File: src/rtl/button_event_decoder.sv
// Turns a debounced button level into single-cycle press/release/long-press/repeat events.
// Auto-repeat is built only with BTN_AUTO_REPEAT_EN; `release`/`repeat` are reserved words,
// so those pulses are named release_pulse/repeat_pulse.
module button_event_decoder #(
    parameter int unsigned TIMER_WIDTH   = 26,
    parameter int unsigned HOLD_CYCLES   = 50_000_000,
    parameter int unsigned REPEAT_CYCLES = 10_000_000
) (
    input  logic       clk,
    input  logic       reset,
    input  logic       in,
    output logic       press,
    output logic       release_pulse,
    output logic       long_press,
    output logic       repeat_pulse,
    output logic       held,
    output logic [7:0] press_count
);

    typedef enum logic [1:0] {
        StWaitRel,
        StIdle,
        StPressed,
        StLong
    } state_e;

    localparam logic [TIMER_WIDTH-1:0] HoldLast = TIMER_WIDTH'(HOLD_CYCLES - 1);

    state_e                 state_q, state_d;
    logic [TIMER_WIDTH-1:0] timer_q, timer_d;
    logic                   press_q, press_d;
    logic                   release_q, release_d;
    logic                   long_q, long_d;
    logic                   held_q, held_d;
    logic [7:0]             count_q, count_d;

`ifdef BTN_AUTO_REPEAT_EN
    localparam logic [TIMER_WIDTH-1:0] RepeatLast = TIMER_WIDTH'(REPEAT_CYCLES - 1);
    logic repeat_q, repeat_d;
`endif

    always_comb begin
        state_d   = state_q;
        timer_d   = timer_q;
        press_d   = 1'b0;
        release_d = 1'b0;
        long_d    = 1'b0;
        count_d   = count_q;
`ifdef BTN_AUTO_REPEAT_EN
        repeat_d  = 1'b0;
`endif
        unique case (state_q)
            // A level already high at reset must drop before any press is reported.
            StWaitRel: begin
                if (!in) state_d = StIdle;
            end
            StIdle: begin
                if (in) begin
                    state_d = StPressed;
                    timer_d = '0;
                    press_d = 1'b1;
                    count_d = count_q + 8'd1;
                end
            end
            StPressed: begin
                if (!in) begin
                    state_d   = StIdle;
                    release_d = 1'b1;
                    timer_d   = '0;
                end else if (timer_q == HoldLast) begin
                    state_d = StLong;
                    long_d  = 1'b1;
                    timer_d = '0;
                end else begin
                    timer_d = timer_q + TIMER_WIDTH'(1);
                end
            end
            StLong: begin
                if (!in) begin
                    state_d   = StIdle;
                    release_d = 1'b1;
                    timer_d   = '0;
                end else begin
`ifdef BTN_AUTO_REPEAT_EN
                    if (timer_q == RepeatLast) begin
                        repeat_d = 1'b1;
                        timer_d  = '0;
                    end else begin
                        timer_d = timer_q + TIMER_WIDTH'(1);
                    end
`endif
                end
            end
            default: state_d = StWaitRel;
        endcase
        held_d = (state_d == StPressed) || (state_d == StLong);
    end

    always_ff @(posedge clk or posedge reset) begin
        if (reset) begin
            state_q   <= StWaitRel;
            timer_q   <= '0;
            press_q   <= 1'b0;
            release_q <= 1'b0;
            long_q    <= 1'b0;
            held_q    <= 1'b0;
            count_q   <= '0;
        end else begin
            state_q   <= state_d;
            timer_q   <= timer_d;
            press_q   <= press_d;
            release_q <= release_d;
            long_q    <= long_d;
            held_q    <= held_d;
            count_q   <= count_d;
        end
    end

`ifdef BTN_AUTO_REPEAT_EN
    always_ff @(posedge clk or posedge reset) begin
        if (reset) begin
            repeat_q <= 1'b0;
        end else begin
            repeat_q <= repeat_d;
        end
    end
    assign repeat_pulse = repeat_q;
`else
    assign repeat_pulse = 1'b0;
`endif

    assign press         = press_q;
    assign release_pulse = release_q;
    assign long_press    = long_q;
    assign held          = held_q;
    assign press_count   = count_q;

endmodule

File: config.mk
export PLATFORM = sky130hd
export DESIGN_NAME = button_event_decoder
export DESIGN_NICKNAME = d
export VERILOG_FILES = /design/src/rtl/button_event_decoder.sv
export SDC_FILE = /design/constraint.sdc
export NUM_CORES = 1
export LEC_CHECK = 0
export ABC_AREA = 1
export CAP_MARGIN = 20
export CORE_MARGIN = 2
export CORE_UTILIZATION = 40
export CTS_BUF_LIST = sky130_fd_sc_hd__clkbuf_8
export DETAILED_ROUTE_END_ITERATION = 10
export SLEW_MARGIN = 0
export SYNTH_ARGS = -nofsm -noshare
export SYNTH_HDL_FRONTEND = slang
export SYNTH_SLANG_ARGS = --single-unit
File: constraint.sdc
create_clock -name clk -period 1.8 [get_ports clk]
set_input_delay 0.18 -clock clk [delete_from_list [all_inputs] [get_ports clk]]
set_output_delay 0.18 -clock clk [all_outputs]
set_load 0.05 [all_outputs]
==> results.toml, run 1 <==
[setup_path]
timing.rr.end = "timer_q[13]"
max_stage_delay_ns = 0.83
critPathKind = "register to output pin"
rr_worst_depth = 9
cp_max_fo = 4
required_ns = 1.62
cp-endpoint = "press_count[0]"
cp_slowest_cell = "clkdlybuf4s50_1"
cp_cell_sequence = "clkdlybuf4s50_1"
start_kind = "register"
crit_start = "press_count[0]"
cp.arrival_ns = 1.53
end_kind = "output pin"
r2r_start = "held"
path_depth = 1
path_delay_family = "buffers and inverters"
r2r_slack_ns = 0.13
cp_num_buf_inv = 1

[routing]
finalWirelength_mm = 4.96
antenna_left = 0
dr.first_iter.drc_count = 130
wl_per_cell_um = 11.7
via_count = 1958
vias_per_cell = 4.62
first_pass_iters = 4
drcViolationCount = 0

[finish]
fillCellCount = 554
fin_area_sq_um = 2740
layoutNonFillerInstCount = 424
drive_above_1_share_pct = 10.8
layout_common_cells = "78 x nand2_1, 65 x nor2_1, 42 x inv_1, 37 x dfrtp_1, 28 x nand3_1"
final_util_pct = 49.1
antenna_cells = 0
syn_to_final_growth_pct = 16.8
final_common_cell = "nand2_1"
layout.nets = 361

[die]
die_w_um = 80.5
core_sq_um = 5570
fp.dieArea_sq_um = 6480
row_count = 27
io_pins = 16
start_util_pct = 42.0
fp.dieH_um = 80.5

[global_route]
met2_usage_pct = 25.0
grt-ovfl-total = 0
met1_usage_pct = 25.6
met3_usage_pct = 3.60
grt_start_max_net_pins = 27
grt_pass1_wl_mm = 8.63
busiest_layer = "met1"
grt_pass1_vias = 1863
antenna_found_initial = 0
grt_usage_pct = 17.2

[timing]
rsz0062_at_grt = "true"
tightest_slew_ns = 0.505
setup_viol = 0
slew_headroom_pct = 66.2
finalMaxSlewViolations = 0
finClkSkew_ns = 0.00203
fin_crit_sh_pct = 95.0
finalHoldViolCount = 0
timing.fmax_mhz = 585
fin_crit_ns = 1.71
setup_slack_ns = 0.0908

[synth]
synth-seq-cells = 39
synth.largest_area_cell = "dfrtp_1"
synth_area_sq_um = 2340
synth_cell_types = 28
syn_area_per_cell_sq_um = 7.23
ys_warn_count = 0
seq_area_frac_synth_pct = 41.7
synth_top_area_share_pct = 41.7
synth_area_leaders = "dfrtp_1 42%, nand2_1 13%, nor2_1 11%"
synthCells = 324
mappedNetlistNets = 334

[cts]
root_buffer = "clkbuf_8"
clock_path_buffers = 2
h-tree-depth = 2
clkLatencyLatePin_ns = 0.29
cts.sinks = 39
cts_tree = "yes"
numCtsBuffers = 5
clk_transition_reported_paths_ns = 0.08
ctsHoldBuffers = 0

[power]
clkPwrFrac_pct = 19.8
swShare_pct = 42.8
p_per_area_nw_per_um2 = 1090
p_leak_nw = 1.24
seq_power_share_pct = 36.2
comb_power_share_pct = 44.0
vdd_drop_max_mv = 0.812
p_int_mw = 1.71
p_switching_mw = 1.28

[placement]
dpl.cell_count = 413
io_buffers = 14
dp_hpwl_mm = 3.75
dpl-instance-area_sq_um = 2610
gp_congestion = 0.852
dp_slack_ns = 0.0731

[run_status]
status = "completed"

[flow_run]
maxCapViolations = 0

[hold_path]
hold_path.class = "primary input to async pin"
## cell type report
cell class                 count  area [sq um]  share of cell area [%]
clock buffer                   5          68.8                    2.51
clock inverter                 3          20.0                   0.732
inverter                      46           178                    6.49
multi-input combinational    235          1160                    42.3
sequential                    39           978                    35.8
tap                           72          90.1                    3.29
timing repair buffer          24           244                    8.92
## flip-flops by register name (all words and copies together), names as in the netlist
signal	cells
state_q	1
press_count	8
long_press	1
timer_q	26
release_pulse	1
press	1
held	1
## power groups by stage
stage	sequential (mW)	combinational [mW]	clock, mW
after floorplan	1.35	0.674	0
after global placement	1.10	1.25	0
after detailed placement	1.10	1.26	0
after CTS	1.08	1.26	0.615
after global routing	1.10	1.43	0.651
final	1.08	1.32	0.592
## metal layers
metal	part of all wire (%)	up-vias	routed length (um)
met5	0	-	0
met4	0.91	0	45
met2	42	31	2110
met3	4.0	4	198
met1	53	867	2610
li1	-	1056	-
## synth_stat cells
master	number
o21a_1	1
dfrtp_1	39
o21ai_1	4
buf_6	1
a21boi_0	1
o21ai_0	7
buf_8	1
inv_1	43
nor3_1	5
and3_1	1
nand2_4	1
a21oi_1	2
inv_2	2
nor2_1	67
nand3_1	28
clkinv_4	1
nor2_4	1
nand2_1	78
nor2_2	6
nand3_4	1
buf_4	2
xor2_1	6
nand2_2	3
o21bai_1	2
xnor2_1	6
conb_1	1
nand4_1	7
ha_1	7
## worst min-delay path by stage
stage,cells after the start,slack (ns),to,startpoint
after floorplan,1,0.25,release_pulse,in
after global placement,2,0.45,press_count[7],reset
after detailed placement,2,0.46,press_count[7],reset
after CTS,2,0.14,press_count[3],reset
after global routing,2,0.16,press_count[7],reset
final,2,0.13,press_count[3],reset
## what timing repair did
item                                    in CTS  in global routing
hold endpoints to repair                     0                  0
setup buffers                                0                  3
resized for setup                            0                  6
endpoints found under the setup margin       0                  7
## stage by stage
stage	total power, mW	setup TNS [ns]	hold WS (ns)
after floorplan	2.02	0	0.246
after global placement	2.35	0	0.452
after detailed placement	2.36	0	0.461
after CTS	2.96	0	0.144
after global routing	3.18	-0.00687	0.165
final	3.00	0	0.135
## cells by family (layout without fill, tap and decap cells)
kind of cell / count (synthesis) / after routing / share of synthesized area [%]
AND/OR/NAND/NOR: 198 / 198 / 36.5
buffers and inverters: 50 / 78 / 9.35
flip-flops: 39 / 39 / 41.7
AO/OA/AOI/OAI: 17 / 17 / 4.06
XOR/XNOR: 12 / 12 / 4.49
adder cells (fa/ha/maj): 7 / 7 / 3.74
other: 1 / 1 / 0.160
Power figures use the tool's default switching activity.
==> run 2: changes to the inputs <==
--- a/config.mk
+++ b/config.mk
@@ -10,5 +10,7 @@
 export CORE_MARGIN = 2
-export CORE_UTILIZATION = 40
+export CORE_UTILIZATION = 55
 export CTS_BUF_LIST = sky130_fd_sc_hd__clkbuf_8
 export DETAILED_ROUTE_END_ITERATION = 10
+export PLACE_DENSITY = 0.75
+export RECOVER_POWER = 100
 export SLEW_MARGIN = 0
==> constraint.sdc (replaced) <==
create_clock -name clk -period 1.8 [get_ports clk]
set_input_delay 0.27 -clock clk [delete_from_list [all_inputs] [get_ports clk]]
set_output_delay 0.27 -clock clk [all_outputs]
set_load 0.05 [all_outputs]
==> run 2 against run 1 <==
Clock power decreased by 4.4%. Global-route usage is 4.5 points higher. Flip-flop and latch count unchanged. Largest power group unchanged. Combinational power is 9.8% lower. Die area fell by 26%. Sequential power about the same. Via count rose by 2.7%. Routed wire length fell by 2.3%. Critical path type unchanged. Hold slack gained 0.35 ns.
==> results.toml, run 2 (synthesized netlist as in run 1, its figures left out) <==
[finish]
final_common_cell = "nand2_1"
layout_common_cells = "79 x nand2_1, 66 x nor2_1, 45 x inv_1, 38 x dfrtp_1, 28 x nand3_1"
top_register = "timer_q"
drive_above_1_share_pct = 8.05
antenna_cells = 0
syn_to_final_growth_pct = 11.1
layout.nets = 357
largest_reg_flops = 26
layoutNonFillerInstCount = 398
final_util_pct = 64.1

[setup_path]
cp_slowest_cell = "clkdlybuf4s50_1"
max_stage_delay_ns = 0.82
cp_max_fo = 2
cp_num_buf_inv = 1
path_delay_family = "buffers and inverters"
start_kind = "register"
crit_start = "press_count[7]"
end_kind = "output pin"
cp.arrival_ns = 1.48
cp_cell_sequence = "clkdlybuf4s50_1"
required_ns = 1.53
critPathKind = "register to output pin"
r2r_start = "timer_q[0]"

[placement]
gp_congestion = 0.896
io_buffers = 14
dp_hpwl_mm = 3.59
dpl.cell_count = 390
dp_slack_ns = 0.0221

[routing]
via_count = 2010
drcViolationCount = 0
finalWirelength_mm = 4.84
first_pass_iters = 4
vias_per_cell = 5.05
dr.first_iter.drc_count = 145
wl_per_cell_um = 12.2
antenna_left = 0

[flow_run]
maxCapViolations = 0

[power]
total_power_mw = 2.84
p_leak_nw = 1.21
p_int_mw = 1.60
seq_power_share_pct = 38.1
clkPwrFrac_pct = 19.9
p_switching_mw = 1.24
p_per_area_nw_per_um2 = 1090
swShare_pct = 43.6
vdd_drop_max_mv = 0.925
comb_power_share_pct = 41.9

[global_route]
grt_start_max_net_pins = 40
grt_pass1_wl_mm = 8.45
grt_pass1_vias = 1836
grt_usage_pct = 21.7
antenna_found_initial = 0
grt-ovfl-total = 0

[cts]
h-tree-depth = 2
clk_transition_reported_paths_ns = 0.08
cts_tree = "yes"
root_buffer = "clkbuf_8"
numCtsBuffers = 5
clock_path_buffers = 2
cts.sinks = 39
ctsHoldBuffers = 0
cts_resized = 0
postCtsSetupBuffers = 0
clkLatencyLatePin_ns = 0.29

[die]
core_sq_um = 4060
fp.dieH_um = 69.3
row_count = 23
io_pins = 16
fp.dieArea_sq_um = 4800
die_w_um = 69.3
start_util_pct = 57.7

[hold_path]
hp-start = "press_count[7]"
hold_path.class = "register to register"

[timing]
setup_viol = 0
fin_crit_ns = 1.75
tightest_slew_ns = 1.00
finalMaxSlewViolations = 0
finClkSkew_ns = 0.00455
slew_headroom_pct = 33.2
fin_crit_sh_pct = 97.4
finalHoldViolCount = 0
timing.fmax_mhz = 570
setup_slack_ns = 0.0466

[run_status]
status = "completed"
run 2: changes by cell type in the layout (fill, tap and decap cells not counted), moves of 2 or more:
cell,change
clkdlybuf4s50_1,-8
clkbuf_1,+7
inv_1,+3
buf_4,-3
clkinvlp_4,-2
run 2: area by class of cell:
type | instances | area, sq um
multi-input cells | 235 | 1150
clock inverters | 3 | 12.5
well taps | 50 | 62.6
flip-flops and latches | 39 | 977
fillers | 370 | 1460
inverters | 46 | 178
repair buffers | 20 | 151
clock buffers | 5 | 68.8
run 2: metrics by stage:
step	TNS, ns	area (sq um)	hold WS [ns]
floorplan	0	2340	0.336
global placement	0	2540	0.462
detailed placement	0	2540	0.468
CTS	0	2630	0.418
global route	-0.0144	2600	0.510
finish	0	2600	0.482
run 2: power by group through the flow:
| stage | clock network (mW) | registers (mW) | logic, mW |
|---|---|---|---|
| floorplan | 0 | 1.35 | 0.674 |
| global placement | 0 | 1.10 | 1.22 |
| detailed placement | 0 | 1.10 | 1.24 |
| CTS | 0.577 | 1.08 | 1.24 |
| global route | 0.612 | 1.10 | 1.30 |
| finish | 0.566 | 1.08 | 1.19 |
run 2: final timing paths:
path | to | slack, ns | cells past startpoint
setup reg to reg | timer_q[21] | 0.12 | 10
min in group asynchronous | timer_q[2] | 0.73 | 3
setup / recovery | press_count[7] | 0.05 | 1
max in group asynchronous | held | 0.40 | 3
hold / removal | press_count[7] | 0.48 | 1
hold reg to reg | press_count[7] | 0.48 | 1
run 2: layer usage:
layer | track usage (%) | wire length (um)
met1 | 31.2 | 2420
met2 | 31.8 | 2090
met3 | 5.23 | 251
met4 | 7.84 | 83
met5 | 0 | 0
==> run 3: changes to the inputs <==
Settings changed: CORE_UTILIZATION 55 to 40, PLACE_DENSITY 0.75 to unset.
==> run 3 against run 2 <==
Cell count is 7.0% higher. Largest cell class unchanged. Clock skew is 0.0026 ns higher. Routed wire length is 9.4% higher. Largest power group unchanged. Cell area is 4.8% higher.
==> results.toml, run 3 (synthesized netlist as in run 1, its figures left out) <==
[routing]
wl_per_cell_um = 12.4
drcViolationCount = 0
first_pass_iters = 4
antenna_left = 0
finalWirelength_mm = 5.30
via_count = 2041
vias_per_cell = 4.79
dr.first_iter.drc_count = 131

[power]
vdd_drop_max_mv = 0.990
p_per_area_nw_per_um2 = 1200
p_leak_nw = 1.25

[setup_path]
path_delay_family = "buffers and inverters"
r2r_start = "timer_q[0]"
start_kind = "register"
cp.arrival_ns = 1.48
required_ns = 1.53
critPathKind = "register to output pin"
cp_slowest_cell = "clkdlybuf4s50_1"
rr_worst_depth = 10
timing.rr.end = "timer_q[19]"
max_stage_delay_ns = 0.81
cp_num_buf_inv = 1
r2r_slack_ns = 0.11
end_kind = "output pin"
cp_max_fo = 2
cp_cell_sequence = "clkdlybuf4s50_1"

[die]
core_sq_um = 5570
die_w_um = 80.5
io_pins = 16
start_util_pct = 42.0
fp.dieArea_sq_um = 6480
fp.dieH_um = 80.5
row_count = 27

[timing]
worst_hold_slack_ns = 0.483
finClkSkew_ns = 0.00716
setup_slack_ns = 0.0528
timing.fmax_mhz = 572
fin_crit_sh_pct = 97.1
slew_headroom_pct = 51.0
finalHoldViolCount = 0
tightest_slew_ns = 0.735
fin_crit_ns = 1.75
setup_tns_ns = 0
setup_viol = 0
finalMaxSlewViolations = 0
rsz0062_at_grt = "false"

[placement]
dpl.cell_count = 417
io_buffers = 14
dp_slack_ns = -0.0279
dp_hpwl_mm = 4.04
gp_congestion = 0.922

[cts]
cts_tree = "yes"
h-tree-depth = 2
clk_transition_reported_paths_ns = 0.08
ctsHoldBuffers = 0
clock_path_buffers = 2
numCtsBuffers = 5
cts.sinks = 39
clkLatencyLatePin_ns = 0.30
root_buffer = "clkbuf_8"

[flow_run]
maxCapViolations = 0

[hold_path]
min_path_cells = 1
min_to = "press_count[7]"
hold_path.class = "register to register"
hp-start = "press_count[7]"

[finish]
final_util_pct = 48.9
largest_reg_flops = 26
layout.nets = 363
syn_to_final_growth_pct = 16.5
antenna_cells = 0
layoutNonFillerInstCount = 426
drive_above_1_share_pct = 9.89
final_common_cell = "nand2_1"
top_register = "timer_q"
layout_common_cells = "79 x nand2_1, 67 x nor2_1, 42 x inv_1, 37 x dfrtp_1, 28 x nand3_1"
fillCellCount = 584

[global_route]
antenna_found_initial = 0
grt_start_max_net_pins = 30
grt_pass1_wl_mm = 9.20
grt_pass1_vias = 1986
grt_usage_pct = 18.8
grt-ovfl-total = 0

[run_status]
status = "completed"
==> run 3: changes by cell type in the layout (fill, tap and decap cells not counted), moves of 2 or more <==
cell,delta
o21ai_1,-2
inv_1,-3
clkbuf_1,+3
bufinv_16,+2
o21ai_0,+2
buf_4,+2
==> run 3: through the flow <==
step	area [sq um]	total power, mW
floorplan	2340	2.02
global placement	2620	2.43
detailed placement	2620	2.46
CTS	2760	3.34
global route	2730	3.46
finish	2730	3.26
==> run 3: repair_timing <==
item,in CTS,in global routing
resized for setup,0,6
endpoints found under the setup margin,0,15
hold endpoints to repair,0,0
setup buffers,0,1
==> run 3: routing by layer <==
| metal | up-vias | share of wire (%) | GRT usage (%) |
|---|---|---|---|
| met5 | - | 0 | 0 |
| met1 | 954 | 51 | 25.3 |
| met4 | 0 | 1.5 | 7.46 |
| met3 | 6 | 3.3 | 3.48 |
| li1 | 1056 | - | - |
| met2 | 25 | 45 | 29.9 |
==> run 3: power by group <==
group	internal (mW)	switching [mW]
registers	0.979	0.108
clock network	0.553	0.323
logic	0.438	0.859
==> run 3: cell type report <==
cell class / count / area, sq um / share of cell area, %
clock buffer: 5 / 68.8 / 2.52
clock inverter: 3 / 67.6 / 2.48
inverter: 46 / 178 / 6.51
multi-input combinational: 235 / 1150 / 42.2
sequential: 39 / 978 / 35.9
tap: 72 / 90.1 / 3.30
timing repair buffer: 26 / 195 / 7.16
==> run 3: how the worst max path moves through the flow <==
| stage | from | to | slack, ns | cells past startpoint |
|---|---|---|---|---|
| after floorplan | held | press_count[7] | 0.13 | 8 |
| after global placement | in | timer_q[21] | 0.03 | 9 |
| after detailed placement | in | timer_q[21] | -0.03 | 9 |
| after CTS | press_count[3] | press_count[3] | 0.01 | 1 |
| after global routing | press_count[7] | press_count[7] | 0.002 | 1 |
| final | press_count[7] | press_count[7] | 0.05 | 1 |
